### config.mk
export PLATFORM = sky130hd
export DESIGN_NAME = uart_tx_fifo_drain
export DESIGN_NICKNAME = d
export VERILOG_FILES = /design/src/rtl/uart_tx_fifo_drain.sv
export SDC_FILE = /design/constraint.sdc
export NUM_CORES = 1
export LEC_CHECK = 0
export CAP_MARGIN = 20
export CORE_MARGIN = 5
export CORE_UTILIZATION = 30
export CTS_BUF_LIST = sky130_fd_sc_hd__clkbuf_8
export CTS_CLUSTER_SIZE = 25
export DETAILED_ROUTE_END_ITERATION = 8
export HOLD_SLACK_MARGIN = 0.02
export SETUP_SLACK_MARGIN = 0.15
export SLEW_MARGIN = 30
export SYNTH_ARGS = -nofsm -noshare
export SYNTH_HDL_FRONTEND = slang
export SYNTH_SLANG_ARGS = --single-unit
### constraint.sdc
create_clock -name rclk -period 5.4 [get_ports rclk]
set_clock_uncertainty 0.2 [all_clocks]
set_input_delay 0.81 -clock rclk [delete_from_list [all_inputs] [get_ports rclk]]
set_output_delay 0.81 -clock rclk [all_outputs]
set_load 0.1 [all_outputs]
### src/rtl/uart_tx_fifo_drain.sv
// rtl/uart_tx_fifo_drain.sv - FIFO read-side UART transmitter, one bit per rclk.
// Pops a word when idle or finishing a stop bit and sends start, data LSB-first, optional parity, stop.
module uart_tx_fifo_drain #(
  parameter int DATA_WIDTH = 8
) (
  input  logic                  rclk,
  input  logic                  rrst,
  input  logic                  rempty,
  input  logic [DATA_WIDTH-1:0] rdata,
  input  logic                  par_en,
  input  logic                  par_typ,
  output logic                  rinc,
  output logic                  tx_out,
  output logic                  busy,
  output logic                  tx_done
);

  localparam int CW = (DATA_WIDTH > 1) ? $clog2(DATA_WIDTH) : 1;
  localparam logic [CW-1:0] LAST = CW'(DATA_WIDTH - 1);

  typedef enum logic [2:0] {IDLE, START, DATA, PARITY, STOP} state_t;

  state_t                state;
  logic [CW-1:0]         cnt;
  logic [DATA_WIDTH-1:0] shift;
  logic                  par_en_q;
  logic                  par_bit;

  assign rinc = ~rrst & ~rempty & ((state == IDLE) | (state == STOP));

  // tx_out is registered alongside the state, so it always shows the bit of the current state
  always_ff @(posedge rclk) begin
    if (rrst) begin
      state    <= IDLE;
      tx_out   <= 1'b1;
      busy     <= 1'b0;
      tx_done  <= 1'b0;
      cnt      <= '0;
      shift    <= '0;
      par_en_q <= 1'b0;
      par_bit  <= 1'b0;
    end else begin
      tx_done <= (state == STOP);
      if (rinc) begin
        shift    <= rdata;
        par_en_q <= par_en;
        par_bit  <= (^rdata) ^ par_typ;
        state    <= START;
        tx_out   <= 1'b0;
        busy     <= 1'b1;
      end else begin
        case (state)
          IDLE: begin
            tx_out <= 1'b1;
            busy   <= 1'b0;
          end
          START: begin
            state  <= DATA;
            cnt    <= '0;
            tx_out <= shift[0];
            shift  <= shift >> 1;
          end
          DATA: begin
            if (cnt == LAST) begin
              if (par_en_q) begin
                state  <= PARITY;
                tx_out <= par_bit;
              end else begin
                state  <= STOP;
                tx_out <= 1'b1;
              end
            end else begin
              cnt    <= cnt + 1'b1;
              tx_out <= shift[0];
              shift  <= shift >> 1;
            end
          end
          PARITY: begin
            state  <= STOP;
            tx_out <= 1'b1;
          end
          STOP: begin
            state  <= IDLE;
            tx_out <= 1'b1;
            busy   <= 1'b0;
          end
          default: begin
            state  <= IDLE;
            tx_out <= 1'b1;
            busy   <= 1'b0;
          end
        endcase
      end
    end
  end

endmodule
; Word-level counts from Yosys, hierarchy flattened
; Cells that the tools add are included.
[totals]
output_inout_bits = 4
word_cells = 54
register_bits = 19
[op_classes]
mux = 15
n_reduce_logical = 10
addsub = 1
n_eq_ne = 11
bitwise = 8
[op_table]
columns = operator, count
row1 = $mux W8, 2
row2 = $pmux W8 S2, 1
row3 = $pmux W3 S4, 1
row4 = $mux W3, 3
row5 = $reduce_xor A8 Y1, 1
row6 = $eq A3 B2 Y1 const B, 2
row7 = $eq A3 B3 Y1 const B, 2
row8 = $mux W1, 6
row9 = $ne A2 B2 Y1 const B, 3
row10 = $ne A3 B3 Y1 const B, 2
row11 = $pmux W3 S2, 1
row12 = $reduce_and A2 Y1, 3
row13 = $not A1 Y1, 4
row14 = $add A3 B1 Y3 const B, 1
row15 = $eq A3 B1 Y1 const B, 1
row16 = $logic_not A3 Y1, 1
row17 = $reduce_and A3 Y1, 1
row18 = $reduce_bool A3 Y1, 1
row19 = $reduce_or A3 Y1, 1
row20 = $and A1 B1 Y1, 2
row21 = $ne A2 B1 Y1 const B, 1
row22 = $pmux W1 S2, 1
row23 = $reduce_bool A2 Y1, 1
row24 = $reduce_or A2 Y1, 1
row25 = 2 further kinds, 2

; Depth between registers and ports, before layout
[logic_depth]
depth_word = 5
mapped_depth = 8
mapped_depth_nobuf = 6

; Least setup slack after synthesis
; Ideal clock, no wire load.
[synth_timing]
path_kind = input to output
from = in rrst
to = out rinc
path_stages = 3
t_required_ns = 4.390
arrival_ns = 1.710
slack_ns = 2.680
n_path_buf = 2
path_cell_list = buf_2 > nor4_4 > buf_4
[synth_between]
elab_chain_len = 3
[synth_rtl]
columns = item, line_no
row1 = start: declaration, 7  ; input logic rrst,
row2 = $not A1 Y1, 29  ; assign rinc = ~rrst & ~rempty & ((state == IDLE) | (state == STOP));
row3 = $and A1 B1 Y1 (2 in series), 29
row4 = end: declaration, 12  ; output logic rinc,
; Every way passes these cells.

; Final worst setup path
; Same ends and word-level chain as after synthesis.

==> flow_summary.json <==
{
  "status": "finished, final reports clean",
  "diodes": 0,
  "initial_utilization_pct": 30.6,
  "p_switching_uw": 105,
  "wirelength_microns": 2010,
  "syn_area_sq_mm": 0.00101,
  "combPwrFrac_pct": 24.7,
  "slew_viol_final": 0,
  "p_int_uw": 239,
  "crit_required_ns": 4.39,
  "fillCellCount": 340,
  "p_per_area_mw_per_mm2": 283,
  "syn_inst": 101,
  "drtIter0Drc": 75,
  "cts_tree": "done",
  "whs_ns": 0.273,
  "multi_input_area_sq_um": 554,
  "ys.flop_type": "dfxtp_1",
  "clock_path_buffers": 2,
  "grt_util_all_layers_pct": 9.65,
  "nets": 131,
  "maxCapViolCount": 0,
  "yosysTopAreaCellShare_pct": 37.8,
  "timing.slew.headroom_pct": 35.1,
  "io_pins": 17,
  "ant_nets": 0,
  "rsz0062_at_grt": "no",
  "instances_no_fill": 161,
  "place_congestion": 0.800,
  "p_seq_share_pct": 46.6,
  "synthTopCellsByArea": "dfxtp_1, a211oi_2, mux2i_1",
  "max_freq_mhz": 276,
  "yosysWarnings": 0,
  "regArea_sq_um": 380,
  "path_max_fanout": 19,
  "syn_to_final_growth_pct": 20.8,
  "final_area_sq_mm": 0.00121,
  "cp.arrival_ns": 2.61,
  "ys_types": 33,
  "synth-edff-count": 0,
  "drc": 0,
  "critPathKind": "primary input to output pin",
  "die_h_microns": 67.9,
  "dp_cells": 157,
  "fin_crit_ns": 3.62,
  "layout_commonest_cell": "dfxtp_1",
  "clock_power_share_pct": 28.8,
  "hold_viol": 0,
  "h-tree-depth": 1,
  "switching_share_pct": 30.4,
  "async_flop_share_pct": 0,
  "cts_num_sinks": 19,
  "hold_class": "flop to flop",
  "avgSynthCellArea_sq_um": 9.96,
  "syn_nets": 116,
  "ctsResizeCount": 0,
  "grt_pass1_wl_microns": 3390,
  "startpoint_type": "primary input",
  "layout-drive-gt1-share_pct": 15.7,
  "cts_buffers": 3,
  "dr.pass1.iters": 4,
  "cts.clk_slew.worst_paths_ns": 0.07,
  "postCtsHoldBufs": 0,
  "place_area_sq_mm": 0.00117,
  "ys_ff_latch": 19,
  "layout_common_cells": "dfxtp_1, clkdlybuf4s50_1, mux2i_1",
  "power_leakage_uw": 0.000426,
  "antenna_found_initial": 0,
  "post_cts.repair.setup_buffers": 0,
  "fin_util_pct": 37.0,
  "clock_latency_ns": 0.25,
  "num_vias": 770,
  "min_period_over_period_pct": 67.0,
  "slowest_stage": "clkdlybuf4s50_1",
  "wl_per_cell_microns": 12.5,
  "routed_via_density": 4.78,
  "dieArea_sq_mm": 0.00461,
  "dp_hpwl_microns": 1430,
  "finalSetupTns_ns": 0,
  "worstPathCellList": "clkdlybuf4s50_1 -> nor4_4 -> buf_4 -> buf_4",
  "finalSetupViolCount": 0,
  "max_stage_delay_ns": 0.86,
  "rows": 21,
  "ir_drop_v": 0.0000735,
  "worst_path_most_repeated_cell": "buf_4",
  "grt_max_degree": 20,
  "worst_pin_slew_ns": 0.970,
  "ys_seq_area_share_pct": 37.8,
  "cts-root-buf": "clkbuf_8",
  "port_buffers": 16,
  "synth_top_area_cell": "dfxtp_1",
  "dieWidth_microns": 67.9,
  "grt_pass1_vias": 776,
  "grt-ovfl-total": 0,
  "core-area_sq_mm": 0.00328,
  "cp-end-kind": "output pin"
}
==> worst paths after layout <==
check,start,endpoint,slack (ns),cells past startpoint
max reg2reg,cnt[0]$_SDFFE_PP0P_,shift[5]$_SDFFE_PP0P_,3.06,6
min,cnt[2]$_SDFFE_PP0P_,cnt[2]$_SDFFE_PP0P_,0.27,2
max,rrst,rinc,1.78,4
min reg2reg,cnt[2]$_SDFFE_PP0P_,cnt[2]$_SDFFE_PP0P_,0.27,2
==> Yosys cell counts, drive strengths merged, types with 2 or more instances <==
cell type,n
nor3,5
xnor2,4
inv,3
or3,2
dfxtp,19
xor2,2
nand3,3
a211oi,7
a21oi,6
nor4,2
mux2i,8
ha,2
o211ai,3
nand2,6
buf,7
nor3b,2
nor2,10
==> metrics by stage <==
step	setup slack, ns	total power (uW)
5_1_grt	1.64	362
6_report	1.78	344
3_3_place_gp	1.82	246
3_5_place_dp	1.77	249
2_1_floorplan	2.68	233
4_1_cts	1.76	347
==> power groups by stage <==
stage          registers [uW]  logic (uW)  clock network (uW)
2_1_floorplan             171        62.0                   0
3_3_place_gp              163        83.3                   0
3_5_place_dp              163        85.6                   0
4_1_cts                   160        85.9                 101
5_1_grt                   162        92.8                 108
6_report                  160        84.9                99.0
==> logic make-up (layout without fill, tap and decap cells) <==
logic type               after synthesis  after routing  synth area share (%)
XOR/XNOR                               7              7                  7.46
AND/OR/NAND/NOR                       34             34                  19.7
flip-flops                            19             19                  37.8
multiplexers                           8              8                  7.96
adder cells (fa/ha/maj)                2              2                  2.49
buffers and inverters                 10             24                  7.09
AO/OA/AOI/OAI                         21             21                  17.5
==> registers in the layout, indices dropped and copies added, names as in the netlist <==
signal,flops
busy,1
cnt,3
par_bit,1
par_en_q,1
shift,8
state,3
tx_done,1
tx_out,1
==> worst max-delay path: cells and delay by family <==
| kind | cells | cell delay, ns |
|---|---|---|
| buffers and inverters | 3 | 1.46 |
| AND/OR/NAND/NOR | 1 | 0.33 |
==> area by class of cell <==
class | count | share of cell area, %
Sequential cell | 19 | 31.3
Tap cell | 46 | 4.74
Clock inverter | 1 | 0.412
Timing Repair Buffer | 17 | 13.6
Clock buffer | 3 | 3.40
Multi-Input combinational cell | 72 | 45.6
Inverter | 3 | 0.927
==> metal layers <==
layer | routed length [microns] | GRT usage (%)
met2 | 983 | 17.1
met5 | 0 | 0
met3 | 59 | 1.48
met1 | 929 | 11.0
met4 | 33 | 5.21
No activity file was read; power rests on OpenSTA's default activity.
